**src/rtl/spawn_scheduler.sv**
```systemverilog
// Enemy spawn scheduler: while the game is in the play scene, the block counts
// frame ticks down from a level-dependent interval. It then picks the next free
// enemy slot round-robin and issues a one-hot spawn request with a pseudo-random
// column. The request is held until the slot accepts it.
//
// Ports:
//   clk, rst_n    - clock, asynchronous active-low reset
//   frame_tick    - one-cycle pulse per video frame
//   scene         - game scene (1 = play); any other value idles the block
//   level         - difficulty level, shortens the spawn interval
//   spawn_ready   - per-slot acceptance of a spawn request
//   slot_done     - per-slot pulse: enemy avoided or destroyed
//   spawn_valid   - one-hot spawn request
//   spawn_X       - spawn column, valid while spawn_valid is non-zero
//   active_mask   - per-slot busy flags
//   wave_count    - accepted spawns since play started, saturating at 255
module spawn_scheduler #(
    parameter int unsigned N_SLOTS       = 4,
    parameter int unsigned BASE_INTERVAL = 120,
    parameter int unsigned MIN_INTERVAL  = 16,
    parameter int unsigned X_MIN         = 64
) (
    input  logic               clk,
    input  logic               rst_n,
    input  logic               frame_tick,
    input  logic [1:0]         scene,
    input  logic [4:0]         level,
    input  logic [N_SLOTS-1:0] spawn_ready,
    input  logic [N_SLOTS-1:0] slot_done,
    output logic [N_SLOTS-1:0] spawn_valid,
    output logic [8:0]         spawn_X,
    output logic [N_SLOTS-1:0] active_mask,
    output logic [7:0]         wave_count
);

    localparam int unsigned PTR_W  = (N_SLOTS > 1) ? $clog2(N_SLOTS) : 1;
    localparam int unsigned CNT_W  = 10;
    localparam int unsigned X_W    = 9;
    localparam int unsigned WAVE_W = 8;
    localparam int unsigned LFSR_W = 16;

    localparam logic [LFSR_W-1:0] LFSR_SEED  = 16'hACE1;
    localparam logic [1:0]        SCENE_PLAY = 2'd1;
    localparam logic [PTR_W-1:0]  PTR_LAST   = PTR_W'(N_SLOTS - 1);
    localparam logic [WAVE_W-1:0] WAVE_MAX   = '1;

    typedef enum logic [1:0] {
        IDLE  = 2'd0,
        WAIT  = 2'd1,
        PICK  = 2'd2,
        ISSUE = 2'd3
    } state_t;

    state_t              state_q, state_d;
    logic [CNT_W-1:0]    cnt_q, cnt_d;
    logic [PTR_W-1:0]    ptr_q, ptr_d;
    logic [PTR_W-1:0]    slot_q, slot_d;
    logic [LFSR_W-1:0]   lfsr_q, lfsr_d;
    logic [N_SLOTS-1:0]  spawn_valid_q, spawn_valid_d;
    logic [X_W-1:0]      spawn_x_q, spawn_x_d;
    logic [N_SLOTS-1:0]  active_mask_q, active_mask_d;
    logic [WAVE_W-1:0]   wave_q, wave_d;

    logic [CNT_W-1:0]    level_x4;
    logic [CNT_W-1:0]    base_ival;
    logic [CNT_W-1:0]    floor_ival;
    logic [CNT_W-1:0]    diff_ival;
    logic [CNT_W-1:0]    interval;
    logic                pick_found;
    logic [PTR_W-1:0]    pick_idx;
    int unsigned         scan_idx;
    logic                lfsr_fb;

    function automatic logic [N_SLOTS-1:0] slot_onehot(input logic [PTR_W-1:0] idx);
        slot_onehot      = '0;
        slot_onehot[idx] = 1'b1;
    endfunction

    // Reload value: BASE - 4*level, floored at MIN; clamps rather than wrapping below zero.
    always_comb begin
        level_x4   = CNT_W'({level, 2'b00});
        base_ival  = CNT_W'(BASE_INTERVAL);
        floor_ival = CNT_W'(MIN_INTERVAL);
        diff_ival  = (base_ival > level_x4) ? (base_ival - level_x4) : '0;
        interval   = (diff_ival > floor_ival) ? diff_ival : floor_ival;
    end

    // First free slot scanning upward from the round-robin pointer, with wrap.
    always_comb begin
        pick_found = 1'b0;
        pick_idx   = '0;
        scan_idx   = 0;
        for (int unsigned i = 0; i < N_SLOTS; i++) begin
            scan_idx = (32'(ptr_q) + i) % N_SLOTS;
            if (!pick_found && !active_mask_q[PTR_W'(scan_idx)]) begin
                pick_found = 1'b1;
                pick_idx   = PTR_W'(scan_idx);
            end
        end
    end

    // Next-state and output logic.
    always_comb begin
        state_d       = state_q;
        cnt_d         = cnt_q;
        ptr_d         = ptr_q;
        slot_d        = slot_q;
        spawn_valid_d = spawn_valid_q;
        spawn_x_d     = spawn_x_q;
        wave_d        = wave_q;

        // Fibonacci LFSR x^16+x^14+x^13+x^11+1 in right-shift form; runs in every state.
        lfsr_fb = lfsr_q[0] ^ lfsr_q[2] ^ lfsr_q[3] ^ lfsr_q[5];
        lfsr_d  = {lfsr_fb, lfsr_q[LFSR_W-1:1]};

        // Done pulses on free slots fall out naturally as no-ops.
        active_mask_d = active_mask_q & ~slot_done;

        if (scene != SCENE_PLAY) begin
            state_d       = IDLE;
            spawn_valid_d = '0;
            active_mask_d = '0;
        end else begin
            case (state_q)
                IDLE: begin
                    state_d = WAIT;
                    cnt_d   = interval;
                    wave_d  = '0;
                    ptr_d   = '0;
                end
                WAIT: begin
                    if (frame_tick) begin
                        if (cnt_q == '0) begin
                            state_d = PICK;
                        end else begin
                            cnt_d = cnt_q - CNT_W'(1);
                        end
                    end
                end
                PICK: begin
                    if (pick_found) begin
                        state_d       = ISSUE;
                        slot_d        = pick_idx;
                        spawn_valid_d = slot_onehot(pick_idx);
                        spawn_x_d     = X_W'(X_MIN) + X_W'(lfsr_q[6:0]);
                    end else begin
                        // Counter stays at zero so the next frame tick retries the pick.
                        state_d = WAIT;
                        cnt_d   = '0;
                    end
                end
                ISSUE: begin
                    if (spawn_ready[slot_q]) begin
                        state_d       = WAIT;
                        spawn_valid_d = '0;
                        active_mask_d = active_mask_d | slot_onehot(slot_q);
                        ptr_d         = (slot_q == PTR_LAST) ? '0 : (slot_q + PTR_W'(1));
                        cnt_d         = interval;
                        wave_d        = (wave_q == WAVE_MAX) ? wave_q : (wave_q + WAVE_W'(1));
                    end
                end
                default: begin
                    state_d = IDLE;
                end
            endcase
        end
    end

    // State and output registers.
    always_ff @(posedge clk or negedge rst_n) begin
        if (!rst_n) begin
            state_q       <= IDLE;
            cnt_q         <= '0;
            ptr_q         <= '0;
            slot_q        <= '0;
            lfsr_q        <= LFSR_SEED;
            spawn_valid_q <= '0;
            spawn_x_q     <= '0;
            active_mask_q <= '0;
            wave_q        <= '0;
        end else begin
            state_q       <= state_d;
            cnt_q         <= cnt_d;
            ptr_q         <= ptr_d;
            slot_q        <= slot_d;
            lfsr_q        <= lfsr_d;
            spawn_valid_q <= spawn_valid_d;
            spawn_x_q     <= spawn_x_d;
            active_mask_q <= active_mask_d;
            wave_q        <= wave_d;
        end
    end

    assign spawn_valid = spawn_valid_q;
    assign spawn_X     = spawn_x_q;
    assign active_mask = active_mask_q;
    assign wave_count  = wave_q;

endmodule

```
**config.mk**
```make
export PLATFORM = sky130hd
export DESIGN_NAME = spawn_scheduler
export DESIGN_NICKNAME = d
export VERILOG_FILES = /design/src/rtl/spawn_scheduler.sv
export SDC_FILE = /design/constraint.sdc
export NUM_CORES = 1
export LEC_CHECK = 0
export CAP_MARGIN = 40
export CORE_UTILIZATION = 58
export CTS_BUF_LIST = sky130_fd_sc_hd__clkbuf_16
export CTS_CLUSTER_DIAMETER = 80
export CTS_CLUSTER_SIZE = 16
export DETAILED_ROUTE_END_ITERATION = 12
export GPL_TIMING_DRIVEN = 1
export PLACE_DENSITY_LB_ADDON = 0.08
export SETUP_SLACK_MARGIN = 0.1
export SYNTH_ARGS = -nofsm -noshare
export SYNTH_HDL_FRONTEND = slang
export SYNTH_SLANG_ARGS = --single-unit
export TNS_END_PERCENT = 5
```
**constraint.sdc**
```tcl
create_clock -name clk -period 4.3 [get_ports clk]
set_input_delay 0.86 -clock clk [delete_from_list [all_inputs] [get_ports clk]]
set_output_delay 0.86 -clock clk [all_outputs]
set_load 0.05 [all_outputs]
```
==> impl_summary.md, run 1 <==
Cells and area
In the layout the commonest cells are sky130_fd_sc_hd__dfrtp_1 (48), sky130_fd_sc_hd__clkdlybuf4s50_1 (40), sky130_fd_sc_hd__nand2_1 (27). 0 antenna diodes ended up in the layout. The most frequent standard cell in the layout excluding fill and tap cells is sky130_fd_sc_hd__dfrtp_1.

In the final layout, the share of cells above drive strength 1 is 11.0%. Fill cells in the final layout number 317. The final standard cell area without fillers is 3390 um2. In the final design database the tool counted 348 nets. Leaving out filler cells and counting taps, the final layout contains 371.

From synthesis to final layout, the design area changed by 21.0%. The final design utilization is 75.3%.

Worst setup path
The slowest stage of the critical path belongs to the cell sky130_fd_sc_hd__a2111o_1. In this run the worst setup path begins at scene[0]. In this design, the stage delay of the slowest critical-path cell is 530 ps. In this run the critical register-to-register path is captured at cnt_q[1]. Together, buffers and inverters on the worst path number 1. The kind of launch point of the worst setup path is an input pin. The capturing element type of the critical path is a flop. Traced cell by cell, the critical path runs through clkdlybuf4s50_1 > nor2b_1 > o21ai_2 > a2111o_1 > or3_1 > o21ai_1.

The worst register-to-register path has a depth of 6. The required time of the critical path is 4520 ps. Of all nets on the critical path, the largest fanout is 12. The register-to-register path setup slack is 2190 ps. The critical path start-end classification is input pin to flop. The startpoint of the worst register-to-register path is state_q[0]. The cell family contributing the most delay on the critical path is compound AO/OA/AOI/OAI gates. The critical path runs through a total of 6 cells. The data arrival time of the critical path is 2810 ps.

Routing
The highest signal layer in the routed design is met4. Detailed routing inserted a total of 2211 vias. The average wire per standard cell is 14.9 um. The final wirelength is 5530 um. The remaining antenna violation count after routing is 0. The number of vias per cell after detailed routing is 5.96. For this run, design rule violations remaining after detail routing come to 0. The wire length on met1 is 2480 um. Detailed routing placed a total of 2730 um of wire on met2. In the detailed route, the total length drawn on met3 is 249 um. The detailed-routing iteration count for the pre-antenna-repair pass is 4. The first routing iteration left 161 violations.

STA
The final count of pins violating max slew is 0. Of the available clock period, the critical path in the final layout requires 60.3%. The transition time at the pin with the least slew margin is 657 ps. The number of failing hold endpoints at the final stage came to 0.

Setup violations remaining at the end of the flow were counted as 0. Setup repair after global routing left no endpoint under its margin. The worst path in the final design needs a cycle of 2590 ps, including I/O delays and setup. The summed negative setup slack over all endpoints is 0 ps. Between clock sinks in the finished design, the worst skew comes to 5.54 ps.

Static timing analysis puts the maximum clock frequency at 0.386 GHz. The worst-case headroom to the max-slew limit is 56.2%.

Placed design
The placed cell count is 363. The instance area at placement is 3240 um2. The total of buffers placed on input and output ports is 41.

At the end of routability-driven placement, the weighted congestion stood at 0.903. The HPWL after detailed placement is 3990 um.

Floorplan
The initial standard-cell utilization of the core is 62.2%. The overall die height is 71.5 um. The initialized floorplan defines 24 standard-cell rows.

In this run the count of I/O pins placed on the die edge is 43. The total die area is 5120 um2. The region available for standard cell placement spans 4500 um2. From left edge to right edge, the die measures 71.5 um.

Yosys
After synthesis, the cell types taking the most area are sky130_fd_sc_hd__dfrtp_1 (43%), sky130_fd_sc_hd__dfstp_2 (7.5%), sky130_fd_sc_hd__ha_1 (5.4%), sky130_fd_sc_hd__mux2_2 (3.6%), sky130_fd_sc_hd__nand2_1 (3.6%). After synthesis, the mean cell area works out to 10.1 um2. The number of enable flip-flop cells after synthesis is 0. Counting flops and latches in the post-synthesis netlist gives 56. After synthesis, the largest area contributor takes up 42.8% of total cell area. The netlist uses 53 different library cells.

During synthesis, Yosys emitted a total of 0 warnings. The cell area that synthesis handed to floorplanning was 2800 um2. The synthesized net count is 308. The share of async-settable or async-resettable flops after synthesis is 100%. The prevailing post-synth register cell is sky130_fd_sc_hd__dfrtp_1. The gate count after technology mapping is 278. Sequential cells were found to cover 50.3% of the synthesized design area. The synthesized design spends more area on one cell type than any other, namely sky130_fd_sc_hd__dfrtp_1.

Min path
The sink of the worst hold path is lfsr_q[8]. Along the worst hold path, the cell count comes to 0. The worst hold path belongs to the class flop to flop. The start point of the worst min-delay path is lfsr_q[9].

Job
Across the run, the number of max-cap violations was 0.

Pwr
The total chip power is 1.10 mW. The total power divided by cell area is 324 nW/um2. VDD sags by at most 0.000229 V.

The static leakage is 1.46 nW.

Clock tree
The CTS tree is built. CTS built an H-tree with a depth of 2. The clock passes through at most 2 buffers. Clock tree synthesis found a total of 56 sinks. Counting the buffers created by CTS gives 5. Clock-pin slew was measured on the worst setup and hold paths at 70 ps. The post-CTS setup-driven buffer insertion count is 0. For the worst-skew pair, the clock arrives at the later sink with an insertion delay of 290 ps. Once the clock tree was built, the resizer swapped 0 gates to a different size. The cell at the root of the clock tree is sky130_fd_sc_hd__clkbuf_16. The hold buffer count at CTS is 0.

Run status
The flow ran to the end, and the final reports show no timing, DRC or antenna violations.

GRT
The maximum number of pins on one net before global-route repair is 36. The number of antenna violations at the first check in global routing is 0. The via count of the first global-routing pass is 2104.

Global routing consumed, over all layers together, 24.5% of the routing resources. The first global-routing pass estimated 9770 um of wire. The residual overflow from global routing is 0.
## power breakdown
part | switching (mW) | total (mW) | leakage, nW | internal, mW
Sequential | 0.0149 | 0.556 | 0.744 | 0.541
Clock | 0.190 | 0.411 | 0.0719 | 0.221
Combinational | 0.0825 | 0.134 | 0.640 | 0.0512
## worst max-delay path by stage
| stage | endpoint | slack (ps) |
|---|---|---|
| 5_1_grt | cnt_q[1] | 1550 |
| 3_5_place_dp | cnt_q[1] | 1420 |
| 6_report | cnt_q[1] | 1710 |
| 3_3_place_gp | cnt_q[1] | 1460 |
| 4_1_cts | cnt_q[1] | 1710 |
| 2_1_floorplan | spawn_valid[2] | 2100 |
## through the flow
step	setup slack [ps]	hold slack [ps]
after global routing	1550	365
after detailed placement	1420	344
final	1710	354
after global placement	1460	336
after floorplan	2100	331
after CTS	1710	358
## sequential cells by signal, indices dropped and copies added, names as in the netlist
name and cells:
wave_count 8, cnt_q 10, lfsr_q 16, state_q 2, spawn_X 8, active_mask 4
slot_q 2, spawn_valid 4, ptr_q 2
## Yosys cell counts (all sizes together), types with 2 or more instances
| master | n |
|---|---|
| ha | 12 |
| or4 | 3 |
| mux2 | 9 |
| nor4 | 4 |
| o41ai | 2 |
| or3 | 3 |
| a211oi | 2 |
| nor3 | 7 |
| inv | 11 |
| a22o | 2 |
| nand3 | 8 |
| dfstp | 8 |
| or2 | 2 |
| o31ai | 4 |
| o21a | 2 |
| nand4 | 2 |
| a21o | 2 |
| o21ai | 29 |
| a22oi | 2 |
| nand2b | 3 |
| nand2 | 27 |
| buf | 3 |
| nor2 | 26 |
| nor2b | 8 |
| clkbuf | 6 |
| dfrtp | 48 |
| a21oi | 14 |
| xnor2 | 5 |
| o311ai | 2 |
| and2 | 5 |
## routing by layer
layer / vias to the layer above / track usage (%)
met4: 0 / 8.71
met3: 8 / 5.34
met1: 1067 / 32.6
met2: 61 / 40.3
li1: 1075 / -
met5: - / 0
## cells by family (layout without fill, tap and decap cells)
logic type,count (synthesis),count (layout),synth area share (%)
other cells,1,1,0.134
xor+xnor,6,6,1.87
simple gates,99,99,17.0
flops,56,56,50.3
mux,10,10,4.42
fa+ha+maj,12,12,5.35
buf+inv,20,61,2.94
compound gates,74,74,17.9
## layout make-up
| cell class | count | area [um2] | area share (%) |
|---|---|---|---|
| sequential | 56 | 1410 | 41.6 |
| multi-input combinational | 202 | 1310 | 38.6 |
| timing repair buffer | 42 | 413 | 12.2 |
| clock buffer | 5 | 125 | 3.69 |
| tap | 52 | 65.1 | 1.92 |
| inverter | 11 | 41.3 | 1.22 |
| clock inverter | 3 | 27.5 | 0.811 |
Note: power is estimated with default switching activity, not from simulation.
==> inputs of run 2 (changes only) <==
- CORE_UTILIZATION: 58 -> 48
- clock period: 4.3 -> 2.2 ns (I/O delays scaled with it)
==> run 2 against run 1 <==
Against the previous run:
- highest routed layer unchanged
- non-clock buffer count up 18
- utilization down 11 points
- sequential share of layout area down 2.0 points
==> impl_summary.md, run 2 (same netlist as run 1, synthesis figures left out) <==
Floorplan
The floorplan step defined a die boundary enclosing 6150 um2. The core footprint is 5570 um2. The initial standard-cell utilization of the core is 50.3%. 43 I/O pins were placed. The floorplan step set the die height to 78.4 um. The count of standard-cell rows is 27.

The die boundary width is 78.4 um.

STA
For this run, the top clock speed supported by timing is 0.492 GHz. In the finished design, the share of the clock period the worst path needs comes to 92.4%. The number of failing hold endpoints at the final stage is 0. The transition time at the pin with the least slew margin is 524 ps. The final count of pins violating max slew came to 0. Setup violations remaining at the end of the flow were counted as 0.

The worst-case headroom to the max-slew limit is 65.0%. Between clock sinks in the finished design, the worst skew comes to 5.94 ps. Setup total negative slack on the finished layout was measured at 0 ps.

Setup repair after global routing left no endpoint under its margin. The final critical-path required period is 2030 ps. The worst hold slack is 133 ps.

Run status
The run finished with clean final reports.

Clock tree
The clock buffer count from CTS is 5. The maximum clock insertion buffer count is 2. Counting every sink on the clock net gives 56. The register clock-pin slew on the reported worst setup and hold paths is 80 ps. The CTS H-tree depth is 2. At the later pin of the worst-skew pair, clock insertion delay measures 290 ps. The number of gates resized after CTS was 0. The post-CTS setup-driven buffer insertion count is 0. The cell at the root of the clock tree is sky130_fd_sc_hd__clkbuf_16. The number of hold buffers added after CTS was 0. TritonCTS built the clock tree.

Min path
The worst min-delay path category is input pin to asynchronous set/reset pin.

Placed design
Routability-driven placement finished with a final weighted congestion of 0.833. Summing all placed instances gives a cell area of 3410 um2. Summed over all nets, the half-perimeter wirelength after detailed placement is 4130 um. The count of buffers added on input and output ports is 41.

GRT
The total overflow left after global routing is 0. Entering global routing, the biggest net connects 57 pins. The number of antenna violations at the first check in global routing is 0.

The via count of the first global-routing pass is 2154. The overall track demand over capacity in global routing is 20.7%. The first-pass GRT wire length is 9840 um.

Cells and area
The top register by number of flip-flops is lfsr_q. The final design utilization is 64.0%. In the layout the commonest cells are sky130_fd_sc_hd__dfrtp_1 (48), sky130_fd_sc_hd__clkdlybuf4s50_1 (40), sky130_fd_sc_hd__nand2_1 (27). The number of nets in the layout is 366.

The share of post-route cells with drive strength above 1 is 15.7%. Summing all non-filler instances in the final layout gives an area of 3570 um2. Leaving out fill and tap cells, the most frequent cell in the layout is sky130_fd_sc_hd__dfrtp_1. The area growth from synthesis to layout is 27.2%. In the final layout, the registers with the most flip-flops are lfsr_q: 16 flops, cnt_q: 10 flops.

The flip-flop count of the largest register after layout is 16. The number of antenna cells inserted is 0.

Routing
In the final routed layout, each cell accounts on average for 14.0 um. The violation count after the first detailed-route iteration is 84. The number of vias per cell after detailed routing is 5.40. Once detail routing completed, the nets flagged for antenna violations numbered 0. The count of vias placed by the detailed router is 2207. For this run, design rule violations remaining after detail routing come to 0. The first detailed-routing pass took 4 iterations. The final wirelength is 5740 um.

Worst setup path
The signal on the critical path passes through clkdlybuf4s50_1. STA classifies the critical path startpoint as a flop. The largest incremental delay on the critical path is 840 ps. The capturing element type of the critical path is an output pin. The cell family contributing the most delay on the critical path is buffers and inverters. The total buffers and inverters traversed by the critical path is 1. The maximum fanout count along the critical path is 7. STA puts the critical path data required time at 1760 ps. At the worst endpoint, the arrival time is 1590 ps. The register-to-register path setup slack is 240 ps.

The critical path in this run is classified as flop to output pin. The largest individual stage delay along the critical path comes from the cell sky130_fd_sc_hd__clkdlybuf4s50_1.

Pwr
The static leakage is 1.55 nW. Across the VDD grid, the largest voltage drop is 0.000436 V. Summing internal, switching and leakage power gives 2.21 mW. The total power divided by cell area is 620 nW/um2.

Job
The max capacitance violation total is 0.
run 2: path summary, 6_finish.rpt:
kind | from | end | cells past startpoint
setup / recovery | wave_count[4] | wave_count[4] | 1
hold / removal | rst_n | spawn_valid[3] | 2
setup reg to reg | cnt_q[5] | cnt_q[5] | 6
hold reg to reg | lfsr_q[8] | lfsr_q[7] | 0
max in group asynchronous | rst_n | lfsr_q[15] | 2
min in group clk | lfsr_q[8] | lfsr_q[7] | 0
run 2: layout make-up:
cell class / instances / area (um2)
multi-input combinational: 202 / 1310
clock inverter: 3 / 28.8
sequential: 56 / 1410
fill: 481 / 2010
clock buffer: 5 / 125
timing repair buffer: 60 / 561
tap: 72 / 90.1
inverter: 11 / 41.3
run 2: metal layers:
metal  vias up  GRT usage, %  routed length (um)
li1       1112             -                   -
met1      1043          26.8                2790
met2        47          35.2                2690
met3         5          4.19                 205
met4         0          5.93                  60
met5         -             0                   0
run 2: per-stage QoR:
| stage | setup slack [ps] | std cells |
|---|---|---|
| 2_1_floorplan | 109 | 278 |
| 3_3_place_gp | -35.0 | 401 |
| 3_5_place_dp | -73.4 | 401 |
| 4_1_cts | 161 | 409 |
| 5_1_grt | 104 | 409 |
| 6_report | 168 | 409 |
run 2: power by group:
| part | switching [mW] | internal (mW) | total (mW) | leakage (nW) |
|---|---|---|---|---|
| Sequential | 0.0229 | 1.06 | 1.08 | 0.744 |
| Combinational | 0.172 | 0.130 | 0.302 | 0.732 |
| Clock | 0.390 | 0.439 | 0.830 | 0.0767 |
